===== src/rtl/mem_stage_pkg.sv =====
// rtl/mem_stage_pkg.sv - ISA funct3 encodings and CPU pipeline control-word types
package rv32i_types;

  typedef enum logic [2:0] {
    lb  = 3'b000,
    lh  = 3'b001,
    lw  = 3'b010,
    lbu = 3'b100,
    lhu = 3'b101
  } load_funct3_t;

  typedef enum logic [2:0] {
    sb = 3'b000,
    sh = 3'b001,
    sw = 3'b010
  } store_funct3_t;

endpackage

package cpuIO;
  import rv32i_types::*;

  typedef enum logic [1:0] {
    IDLE   = 2'd0,
    ACCESS = 2'd1,
    DONE   = 2'd2
  } mem_state_t;

  typedef struct packed {
    logic [3:0] alu_op;
    logic       alu_src;
  } exe_ctrl_t;

  typedef struct packed {
    logic       mem_read_d;
    logic       mem_write_d;
    logic [2:0] funct3;
  } mem_ctrl_t;

  typedef struct packed {
    logic       ld_reg;
    logic [4:0] rd;
  } wb_ctrl_t;

  typedef struct packed {
    logic        valid_commit;
    logic [63:0] order;
    logic [31:0] inst;
    logic [4:0]  rs1_addr;
    logic [4:0]  rs2_addr;
    logic [31:0] rs1_rdata;
    logic [31:0] rs2_rdata;
    logic [4:0]  rd_addr;
    logic [31:0] rd_wdata;
    logic [31:0] pc_rdata;
    logic [31:0] pc_wdata;
    logic [31:0] mem_addr;
    logic [3:0]  mem_rmask;
    logic [3:0]  mem_wmask;
    logic [31:0] mem_rdata;
    logic [31:0] mem_wdata;
  } rvfi_t;

  typedef struct packed {
    exe_ctrl_t exe;
    mem_ctrl_t mem;
    wb_ctrl_t  wb;
    rvfi_t     rvfi;
  } control_word;

  localparam logic [31:0] BUBBLE_PC = 32'h4000_0000;

  // Empty pipeline slot: nothing committed, pc parked at the boot address
  function automatic control_word bubble_cw();
    control_word c;
    c = '0;
    c.rvfi.pc_rdata = BUBBLE_PC;
    return c;
  endfunction

endpackage


===== src/rtl/mem_stage_if.sv =====
// rtl/mem_stage_if.sv - Data-memory request/response bus between mem_stage and memory
interface mem_stage_if;
  logic [31:0] dmem_address;
  logic        dmem_read;
  logic        dmem_write;
  logic [31:0] dmem_wdata;
  logic [3:0]  dmem_byte_enable;
  logic [31:0] dmem_rdata;
  logic        dmem_resp;

  modport master (
    output dmem_address, dmem_read, dmem_write, dmem_wdata, dmem_byte_enable,
    input  dmem_rdata, dmem_resp
  );

  modport slave (
    input  dmem_address, dmem_read, dmem_write, dmem_wdata, dmem_byte_enable,
    output dmem_rdata, dmem_resp
  );
endinterface


===== src/rtl/mem_stage_align.sv =====
// rtl/mem_stage_align.sv - Byte-lane steering for loads/stores and alignment check
module mem_align
  import rv32i_types::*;
(
  input  logic [2:0]  funct3,
  input  logic        mem_read,
  input  logic        mem_write,
  input  logic [31:0] addr,
  input  logic [31:0] rs2,
  input  logic [31:0] rdata,
  output logic [31:0] word_addr,
  output logic [3:0]  byte_enable,
  output logic [31:0] wdata,
  output logic [31:0] load_data,
  output logic [3:0]  rmask,
  output logic        misaligned
);

  logic [1:0]  off;
  logic [4:0]  shamt;
  logic [3:0]  lane_mask;
  logic [31:0] rshift;
  logic [7:0]  ld_byte;
  logic [15:0] ld_half;

  assign off       = addr[1:0];
  assign shamt     = {off, 3'b000};
  assign word_addr = {addr[31:2], 2'b00};
  assign rshift    = rdata >> shamt;
  assign ld_byte   = rshift[7:0];
  assign ld_half   = off[1] ? rdata[31:16] : rdata[15:0];

  // Access size lives in funct3[1:0] for both loads and stores
  always_comb begin
    lane_mask  = 4'b1111;
    misaligned = (off != 2'b00);
    wdata      = rs2;
    case (store_funct3_t'({1'b0, funct3[1:0]}))
      sb: begin
        lane_mask  = 4'b0001 << off;
        misaligned = 1'b0;
        wdata      = {24'b0, rs2[7:0]} << shamt;
      end
      sh: begin
        lane_mask  = 4'b0011 << off;
        misaligned = off[0];
        wdata      = {16'b0, rs2[15:0]} << shamt;
      end
      default: ;
    endcase
  end

  // Pick the addressed byte/halfword out of the read word and extend it
  always_comb begin
    load_data = rdata;
    case (load_funct3_t'(funct3))
      lb:      load_data = {{24{ld_byte[7]}}, ld_byte};
      lbu:     load_data = {24'b0, ld_byte};
      lh:      load_data = {{16{ld_half[15]}}, ld_half};
      lhu:     load_data = {16'b0, ld_half};
      default: load_data = rdata;
    endcase
  end

  // Misaligned accesses touch no lanes at all
  assign byte_enable = (mem_write && !misaligned) ? lane_mask : 4'b0000;
  assign rmask       = (mem_read && !misaligned) ? lane_mask : 4'b0000;

endmodule


===== src/rtl/mem_stage.sv =====
// rtl/mem_stage.sv - Memory stage: load/store sequencing, result register, RVFI fill
module mem_stage
  import cpuIO::*;
(
  input  logic        clk,
  input  logic        rst,
  input  control_word ctrl_w,
  input  logic [31:0] alu_in,
  input  logic [31:0] rs2_in,
  input  logic        exe_mem_valid,
  mem_stage_if.master dmem,
  output logic        mem_stall,
  output logic        mem_rdy,
  output logic [31:0] mem_fwd_data,
  output control_word rvfi_mem
);

  mem_state_t  state, state_next;
  control_word cw_q;
  logic [31:0] addr_q, rs2_q;
  control_word cw_sel;
  logic [31:0] addr_sel, rs2_sel, rdata_sel;
  logic [31:0] word_addr, wdata, load_data;
  logic [3:0]  byte_enable, rmask;
  logic        misaligned;
  logic        is_mem_op, bad_align, capture, result_load;
  logic        rd_strobe, wr_strobe;
  control_word result_cw;
  logic [31:0] result_fwd;

  // Lane logic sees live inputs while idle and the captured copy once an access is in flight
  always_comb begin
    if (state == IDLE) begin
      cw_sel   = ctrl_w;
      addr_sel = alu_in;
      rs2_sel  = rs2_in;
    end else begin
      cw_sel   = cw_q;
      addr_sel = addr_q;
      rs2_sel  = rs2_q;
    end
    rdata_sel = (state == ACCESS) ? dmem.dmem_rdata : 32'h0;
  end

  mem_align u_align (
    .funct3      (cw_sel.mem.funct3),
    .mem_read    (cw_sel.mem.mem_read_d),
    .mem_write   (cw_sel.mem.mem_write_d),
    .addr        (addr_sel),
    .rs2         (rs2_sel),
    .rdata       (rdata_sel),
    .word_addr   (word_addr),
    .byte_enable (byte_enable),
    .wdata       (wdata),
    .load_data   (load_data),
    .rmask       (rmask),
    .misaligned  (misaligned)
  );

  assign is_mem_op = cw_sel.mem.mem_read_d | cw_sel.mem.mem_write_d;
  assign bad_align = is_mem_op & misaligned;
  assign capture   = (state == IDLE) & exe_mem_valid;

  // State register; reset aborts any access in flight
  always_ff @(posedge clk or posedge rst) begin
    if (rst) begin
      state <= IDLE;
    end else begin
      state <= state_next;
    end
  end

  // Next state, memory strobes and pipeline handshake
  always_comb begin
    state_next  = state;
    mem_stall   = 1'b0;
    mem_rdy     = 1'b0;
    rd_strobe   = 1'b0;
    wr_strobe   = 1'b0;
    result_load = 1'b0;
    case (state)
      IDLE: begin
        if (exe_mem_valid && !rst) begin
          if (is_mem_op && !bad_align) begin
            state_next = ACCESS;
            mem_stall  = 1'b1;
          end else begin
            state_next  = DONE;
            result_load = 1'b1;
          end
        end
      end
      ACCESS: begin
        mem_stall = 1'b1;
        rd_strobe = cw_q.mem.mem_read_d;
        wr_strobe = cw_q.mem.mem_write_d;
        if (dmem.dmem_resp) begin
          state_next  = DONE;
          result_load = 1'b1;
        end
      end
      DONE: begin
        mem_rdy    = 1'b1;
        state_next = IDLE;
      end
      default: state_next = IDLE;
    endcase
  end

  // Commit record: control word plus the memory fields observed for this instruction
  always_comb begin
    result_fwd = cw_sel.mem.mem_read_d ? load_data : addr_sel;
    result_cw  = cw_sel;
    if (bad_align) begin
      result_cw.wb.ld_reg = 1'b0;
    end
    result_cw.rvfi.valid_commit = 1'b1;
    result_cw.rvfi.mem_addr     = word_addr;
    result_cw.rvfi.mem_rmask    = rmask;
    result_cw.rvfi.mem_wmask    = byte_enable;
    result_cw.rvfi.mem_rdata    = rdata_sel;
    result_cw.rvfi.mem_wdata    = (byte_enable != 4'b0000) ? wdata : 32'h0;
    result_cw.rvfi.rd_wdata     = (result_cw.wb.ld_reg && result_cw.wb.rd != 5'd0) ?
                                  result_fwd : 32'h0;
  end

  // Input capture on accept; output record lives for exactly the DONE cycle
  always_ff @(posedge clk or posedge rst) begin
    if (rst) begin
      cw_q         <= '0;
      addr_q       <= 32'h0;
      rs2_q        <= 32'h0;
      mem_fwd_data <= 32'h0;
      rvfi_mem     <= bubble_cw();
    end else begin
      if (capture) begin
        cw_q   <= ctrl_w;
        addr_q <= alu_in;
        rs2_q  <= rs2_in;
      end
      if (result_load) begin
        mem_fwd_data <= result_fwd;
        rvfi_mem     <= result_cw;
      end else begin
        rvfi_mem <= bubble_cw();
      end
    end
  end

  assign dmem.dmem_address     = word_addr;
  assign dmem.dmem_read        = rd_strobe;
  assign dmem.dmem_write       = wr_strobe;
  assign dmem.dmem_wdata       = wdata;
  assign dmem.dmem_byte_enable = byte_enable;

endmodule


===== src/flat_wrapper.sv =====
// flat-port wrapper written by rule: the top's interface ports become plain ports
module mem_stage_flat import cpuIO::*;
  (clk, rst, ctrl_w, alu_in, rs2_in, exe_mem_valid, mem_stall, mem_rdy, mem_fwd_data, rvfi_mem, dmem_dmem_address, dmem_dmem_read, dmem_dmem_write, dmem_dmem_wdata, dmem_dmem_byte_enable, dmem_dmem_rdata, dmem_dmem_resp);
  mem_stage_if dmem_i ();
  input  logic clk;
  input  logic rst;
  input  control_word ctrl_w;
  input  logic [31:0] alu_in;
  input  logic [31:0] rs2_in;
  input  logic exe_mem_valid;
  output logic mem_stall;
  output logic mem_rdy;
  output logic [31:0] mem_fwd_data;
  output control_word rvfi_mem;
  output wire logic [$bits(dmem_i.dmem_address)-1:0] dmem_dmem_address;
  output wire logic [$bits(dmem_i.dmem_read)-1:0] dmem_dmem_read;
  output wire logic [$bits(dmem_i.dmem_write)-1:0] dmem_dmem_write;
  output wire logic [$bits(dmem_i.dmem_wdata)-1:0] dmem_dmem_wdata;
  output wire logic [$bits(dmem_i.dmem_byte_enable)-1:0] dmem_dmem_byte_enable;
  input wire logic [$bits(dmem_i.dmem_rdata)-1:0] dmem_dmem_rdata;
  input wire logic [$bits(dmem_i.dmem_resp)-1:0] dmem_dmem_resp;
  assign dmem_dmem_address = dmem_i.dmem_address;
  assign dmem_dmem_read = dmem_i.dmem_read;
  assign dmem_dmem_write = dmem_i.dmem_write;
  assign dmem_dmem_wdata = dmem_i.dmem_wdata;
  assign dmem_dmem_byte_enable = dmem_i.dmem_byte_enable;
  assign dmem_i.dmem_rdata = dmem_dmem_rdata;
  assign dmem_i.dmem_resp = dmem_dmem_resp;
  mem_stage u_core (.clk(clk), .rst(rst), .ctrl_w(ctrl_w), .alu_in(alu_in), .rs2_in(rs2_in), .exe_mem_valid(exe_mem_valid), .dmem(dmem_i), .mem_stall(mem_stall), .mem_rdy(mem_rdy), .mem_fwd_data(mem_fwd_data), .rvfi_mem(rvfi_mem));
endmodule

===== config.mk =====
export PLATFORM = sky130hd
export DESIGN_NAME = mem_stage_flat
export DESIGN_NICKNAME = d
export VERILOG_FILES = /design/src/rtl/mem_stage_pkg.sv /design/src/rtl/mem_stage_if.sv /design/src/rtl/mem_stage_align.sv /design/src/rtl/mem_stage.sv /design/src/flat_wrapper.sv
export SDC_FILE = /design/constraint.sdc
export NUM_CORES = 2
export LEC_CHECK = 0
export BUFFER_PORTS_ARGS = -buffer_cell sky130_fd_sc_hd__buf_2
export CORE_AREA = 2 2 383 385
export CTS_BUF_LIST = sky130_fd_sc_hd__clkbuf_4
export DETAILED_ROUTE_END_ITERATION = 7
export DIE_AREA = 0 0 385 387
export GPL_ROUTABILITY_DRIVEN = 0
export PLACE_DENSITY = 0.49
export SLEW_MARGIN = 20
export SYNTH_ARGS = -nofsm -noshare
export SYNTH_HDL_FRONTEND = slang
export SYNTH_SLANG_ARGS = --single-unit

===== constraint.sdc =====
create_clock -name clk -period 23.7 [get_ports clk]
set_input_delay 1.185 -clock clk [delete_from_list [all_inputs] [get_ports clk]]
set_output_delay 1.185 -clock clk [all_outputs]
set_load 0.05 [all_outputs]

=== Yosys cells after proc, flatten, opt, wreduce, memory -nomap -nowiden ===
Cells that the tools add are included.
W data, S select, Z words.

* Output and inout port bits: 496
* Register bits: 882

* Shift operators: 5
* Muxes and demuxes: 30
* Equality and inequality tests: 8
* Bitwise operators: 3
* Reductions and logical operators: 15

{| class="wikitable"
|+ Operator list
! kind !! number
|-
| $mux W392 || 2
|-
| $mux W32 || 6
|-
| $pmux W32 S4 || 1
|-
| $pmux W32 S2 || 1
|-
| $shl A16 B5 Y32 || 1
|-
| $shl A8 B5 Y32 || 1
|-
| $shr A32 B5 Y8 || 1
|-
| $mux W16 || 1
|-
| $mux W1 || 9
|-
| $mux W4 || 2
|-
| $pmux W4 S2 || 1
|-
| $eq A3 B3 Y1 const B || 2
|-
| $mux W2 || 3
|-
| $pmux W1 S2 || 3
|-
| $logic_and A1 B1 Y1 || 5
|-
| $reduce_bool A5 Y1 || 1
|-
| $eq A2 B1 Y1 const B || 2
|-
| $logic_not A2 Y1 || 2
|-
| $ne A2 B2 Y1 const B || 2
|-
| $pmux W2 S2 || 1
|-
| $reduce_bool A4 Y1 || 1
|-
| $shl A1 B2 Y4 const A || 1
|-
| $shl A2 B2 Y4 const A || 1
|-
| $eq A3 B1 Y1 const B || 1
|-
| 7 further kinds || 10
|}

=== Logic depth before layout (Yosys ltp) ===
* Word-level depth: 11
* Depth in mapped cells: 10

=== Modules after synthesis ===
Synthesis repeated with hierarchy kept, for this count alone.

* Cells, all modules: 2667
* Area total of the unflattened synthesis: 30972.2 µm²

{| class="wikitable"
|+ By module, submodules not included
! module !! area each (µm²) !! instances !! cells an instance !! seq. area each (µm²)
|-
| mem_stage || 29193.0 || 1 || 2388 || 18644.1
|-
| mem_align || 1779.2 || 1 || 279 || 0.0
|}

=== Worst setup path before layout ===
Ideal clock, no wire load.

* Path type: input-to-output
* Start: input port rst
* End: output port mem_stall
* Path slack: 3472 ps
* Data arrival time: 19043 ps
* Required time: 22515 ps
* Stages on the path: 3
* Cell sequence: inv_1 > nand4_1 > a21oi_1

* Longest elaborated chain between the ends: 4

{| class="wikitable"
|+ RTL lines
! what !! line !! text
|-
| from (decl) || flat_wrapper.sv:6 || <nowiki>input logic rst;</nowiki>
|-
| $logic_not A1 Y1 (no line) || - ||
|-
| $logic_and A1 B1 Y1 || mem_stage.sv:83 || <nowiki>if (exe_mem_valid && !rst) begin</nowiki>
|-
| $mux W1 || mem_stage.sv:83 ||
|-
| $pmux W1 S2 || mem_stage.sv:81 || <nowiki>case (state)</nowiki>
|-
| to (decl) || flat_wrapper.sv:11 || <nowiki>output logic mem_stall;</nowiki>
|}

Every way passes these cells.

=== Worst setup path in the final report ===
* Start: register u_core.state[0]
* End: output port dmem_dmem_address[12]

* Longest elaborated chain between the ends: 2

{| class="wikitable"
|+ RTL lines
! what !! line !! text
|-
| from (decl) || mem_stage.sv:18 || <nowiki>mem_state_t state, state_next;</nowiki>
|-
| from (signal assigned) || mem_stage.sv:69 || <nowiki>state <= state_next;</nowiki>
|-
| $logic_not A2 Y1 || mem_stage.sv:33 || <nowiki>if (state == IDLE) begin</nowiki>
|-
| $mux W32 || mem_stage.sv:33 ||
|-
| to (decl) || flat_wrapper.sv:15 || <nowiki>output wire logic [$bits(dmem_i.dmem_address)-1:0] dmem_dmem_address;</nowiki>
|}

Every way passes these cells.

==> flow_summary.json <==
{
  "min_period_ps": 6040,
  "area_growth_pct": 29.4,
  "first_global_vias": 26363,
  "avgRoutedWirePerCell_um": 19.8,
  "hold_path.class": "input port to flip-flop",
  "skew_ps": 91.1,
  "crit_slowest_cell": "buf_4",
  "seq_power_share_pct": 29.4,
  "final_hold_viol_count": 0,
  "final_common_cell": "nand2_1",
  "htree_num_levels": 4,
  "grt_pass1_wl_um": 181000,
  "cp-end-kind": "output pin",
  "drc": 0,
  "io_buffer_count": 846,
  "rows": 140,
  "max_stage_delay_ps": 730,
  "core_region_area_um2": 145000,
  "period_share_pct": 25.5,
  "drt-initial-drc-count": 2020,
  "fin_nets": 4689,
  "first_pass_iters": 5,
  "cp.required_ps": 22510,
  "post_cts_resized": 0,
  "startpoint_type": "flip-flop",
  "clkPwrFrac_pct": 18.1,
  "grt_use_total_pct": 16.3,
  "synth_edf_count": 0,
  "tns_ps": 0,
  "clockRootBuffer": "clkbuf_4",
  "hold_depth": 3,
  "numCtsBuffers": 212,
  "via_per_inst": 4.29,
  "ys_types": 65,
  "clock_latency_ps": 1170,
  "vias": 27045,
  "dp_cells": 5900,
  "final_cell_mix": "nand2_1 (1624), buf_2 (846), dfrtp_1 (742)",
  "maxCapViolCount": 0,
  "postCtsHoldBufs": 0,
  "ys_warn_count": 0,
  "cp_max_fo": 61,
  "routed_wirelength_um": 125000,
  "worstMarginPinSlew_ps": 1110,
  "syn_area_um2": 30100,
  "seq_area_frac_synth_pct": 61.8,
  "power_density_nw_per_um2": 174,
  "cp_cell_sequence": "nor2_4, buf_4, buf_4, nand2_1, nand2_1, buf_2",
  "design.die.area_um2": 149000,
  "syn_inst": 3330,
  "post-route-util_pct": 26.9,
  "switchingPower_mw": 3.62,
  "grt-ovfl-total": 0,
  "postCtsSetupBuffers": 0,
  "cts_tree": "yes",
  "cp_data_arrival_time_ps": 4850,
  "finalSetupViolCount": 0,
  "power_mw": 6.77,
  "start_util_pct": 20.8,
  "cts_buffer_depth": 3,
  "slew_headroom_pct": 25.2,
  "final_cells": 6302,
  "leakagePower_nw": 21.3,
  "synth-seq-cells": 743,
  "io_pins": 988,
  "cts_num_sinks": 743,
  "rsz0062_at_grt": "no",
  "layout-drive-gt1-share_pct": 29.1,
  "async_reset_ff_share_pct": 100,
  "internal_power_mw": 3.15,
  "max_freq_mhz": 166,
  "antenna_found_initial": 45,
  "ant_nets": 0,
  "status": "complete, no violations",
  "maxSlewViolCount": 0,
  "dp.final_hpwl_um": 85700,
  "die_h_um": 387,
  "peakVddDrop_mv": 0.167,
  "syn_avg_cell_area_um2": 9.03,
  "netSwitchingFraction_pct": 53.5,
  "grt_max_degree": 181,
  "die_w_um": 385,
  "cts.clk_slew.worst_paths_ps": 80,
  "critical_path_class": "flip-flop to output pin",
  "ys.flop_type": "dfrtp_1",
  "combPwrFrac_pct": 52.5,
  "ff2ff_path_depth": 7
}
## area by class of cell
| cell class | count | area [um2] |
|---|---|---|
| Fill cell | 15795 | 106000 |
| Sequential cell | 743 | 18600 |
| Multi-Input combinational cell | 2350 | 10500 |
| Timing Repair Buffer | 877 | 4570 |
| Tap cell | 1917 | 2400 |
| Clock buffer | 318 | 2390 |
| Clock inverter | 53 | 328 |
| Antenna cell | 31 | 77.6 |
| Inverter | 13 | 56.3 |
## cell usage after synthesis, types with 3 or more instances
master	number	area share [%]
a22oi_1	3	0.075
inv_1	12	0.15
nor2_2	8	0.17
o31ai_1	23	0.57
nor2_1	60	0.75
nor2b_1	37	0.77
clkbuf_1	138	1.7
buf_6	6	0.22
a31oi_1	17	0.35
buf_1	3	0.037
nor3_1	31	0.52
or2_1	3	0.062
and3_1	32	0.67
buf_4	9	0.22
dfrtp_1	742	62
mux2_2	9	0.34
a221o_1	4	0.13
a21oi_1	307	5.1
and2_1	23	0.48
o221a_2	8	0.30
mux2i_1	37	1.2
a211oi_1	4	0.10
nand2b_1	3	0.062
o22ai_1	20	0.42
nand3_1	21	0.35
buf_2	71	1.2
nor3_2	4	0.13
nor4_1	3	0.062
o22a_1	7	0.20
nand2_1	1625	20
or4_1	3	0.075
o21ai_0	15	0.25
or3_1	3	0.062
## metal layers
layer / wire, um / vias to the layer above / share of wire [%] / global-route usage [%]
li1: - / 12501 / - / -
met1: 51400 / 13228 / 41 / 20.6
met2: 55600 / 1089 / 45 / 24.5
met3: 14000 / 197 / 11 / 7.19
met4: 3400 / 30 / 2.7 / 5.87
met5: 214 / - / 0.17 / 0
## flip-flops by register name (all words and copies together) (netlist names)
| signal | count |
|---|---|
| u_core.addr_q | 32 |
| u_core.cw_q | 255 |
| u_core.mem_fwd_data | 32 |
| u_core.rs2_q | 32 |
| u_core.rvfi_mem | 390 |
| u_core.state | 2 |
## worst paths after layout
kind	start	endpoint	slack, ps
max	u_core.state[0]	dmem_dmem_address[12]	17660
min	rs2_in[0]	u_core.rs2_q[0]	230
max reg2reg	u_core.state[0]	u_core.cw_q[232]	19250
min reg2reg	u_core.cw_q[206]	u_core.rvfi_mem[206]	460
max in group asynchronous	rst	u_core.cw_q[210]	21010
min in group asynchronous	rst	u_core.rs2_q[5]	300
## kinds of logic after synthesis
| group | after synthesis | synth area share (%) |
|---|---|---|
| simple gates | 1872 | 24.9 |
| buf+inv | 240 | 3.55 |
| mux | 46 | 1.57 |
| flops | 743 | 61.8 |
| compound gates | 428 | 8.11 |
| other cells | 1 | 0.0125 |
## critical path, delay by kind of cell, from the launching register on
kind	cells	cell delay, ps
buffers and inverters	3	1790
AND/OR/NAND/NOR	3	1040
flip-flops	1	720
## metrics by stage
step                      hold slack, ps  worst slack [ps]  cell area (um2)
final                                225             17660            38900
after global routing                57.9             17350            38900
after CTS                           17.4             17430            38800
after detailed placement             461             18750            36100
after global placement               456             18760            36100
after floorplan                      445              1630            30100
## power groups by stage
stage | Combinational (mW) | Clock [mW] | Sequential (mW)
2_1_floorplan | 1.78 | 0 | 2.70
3_3_place_gp | 3.58 | 0 | 1.99
3_5_place_dp | 3.59 | 0 | 2.00
4_1_cts | 3.60 | 1.28 | 1.99
5_1_grt | 3.82 | 1.35 | 2.04
6_report | 3.56 | 1.23 | 1.99
Power figures use the tool's default switching activity.
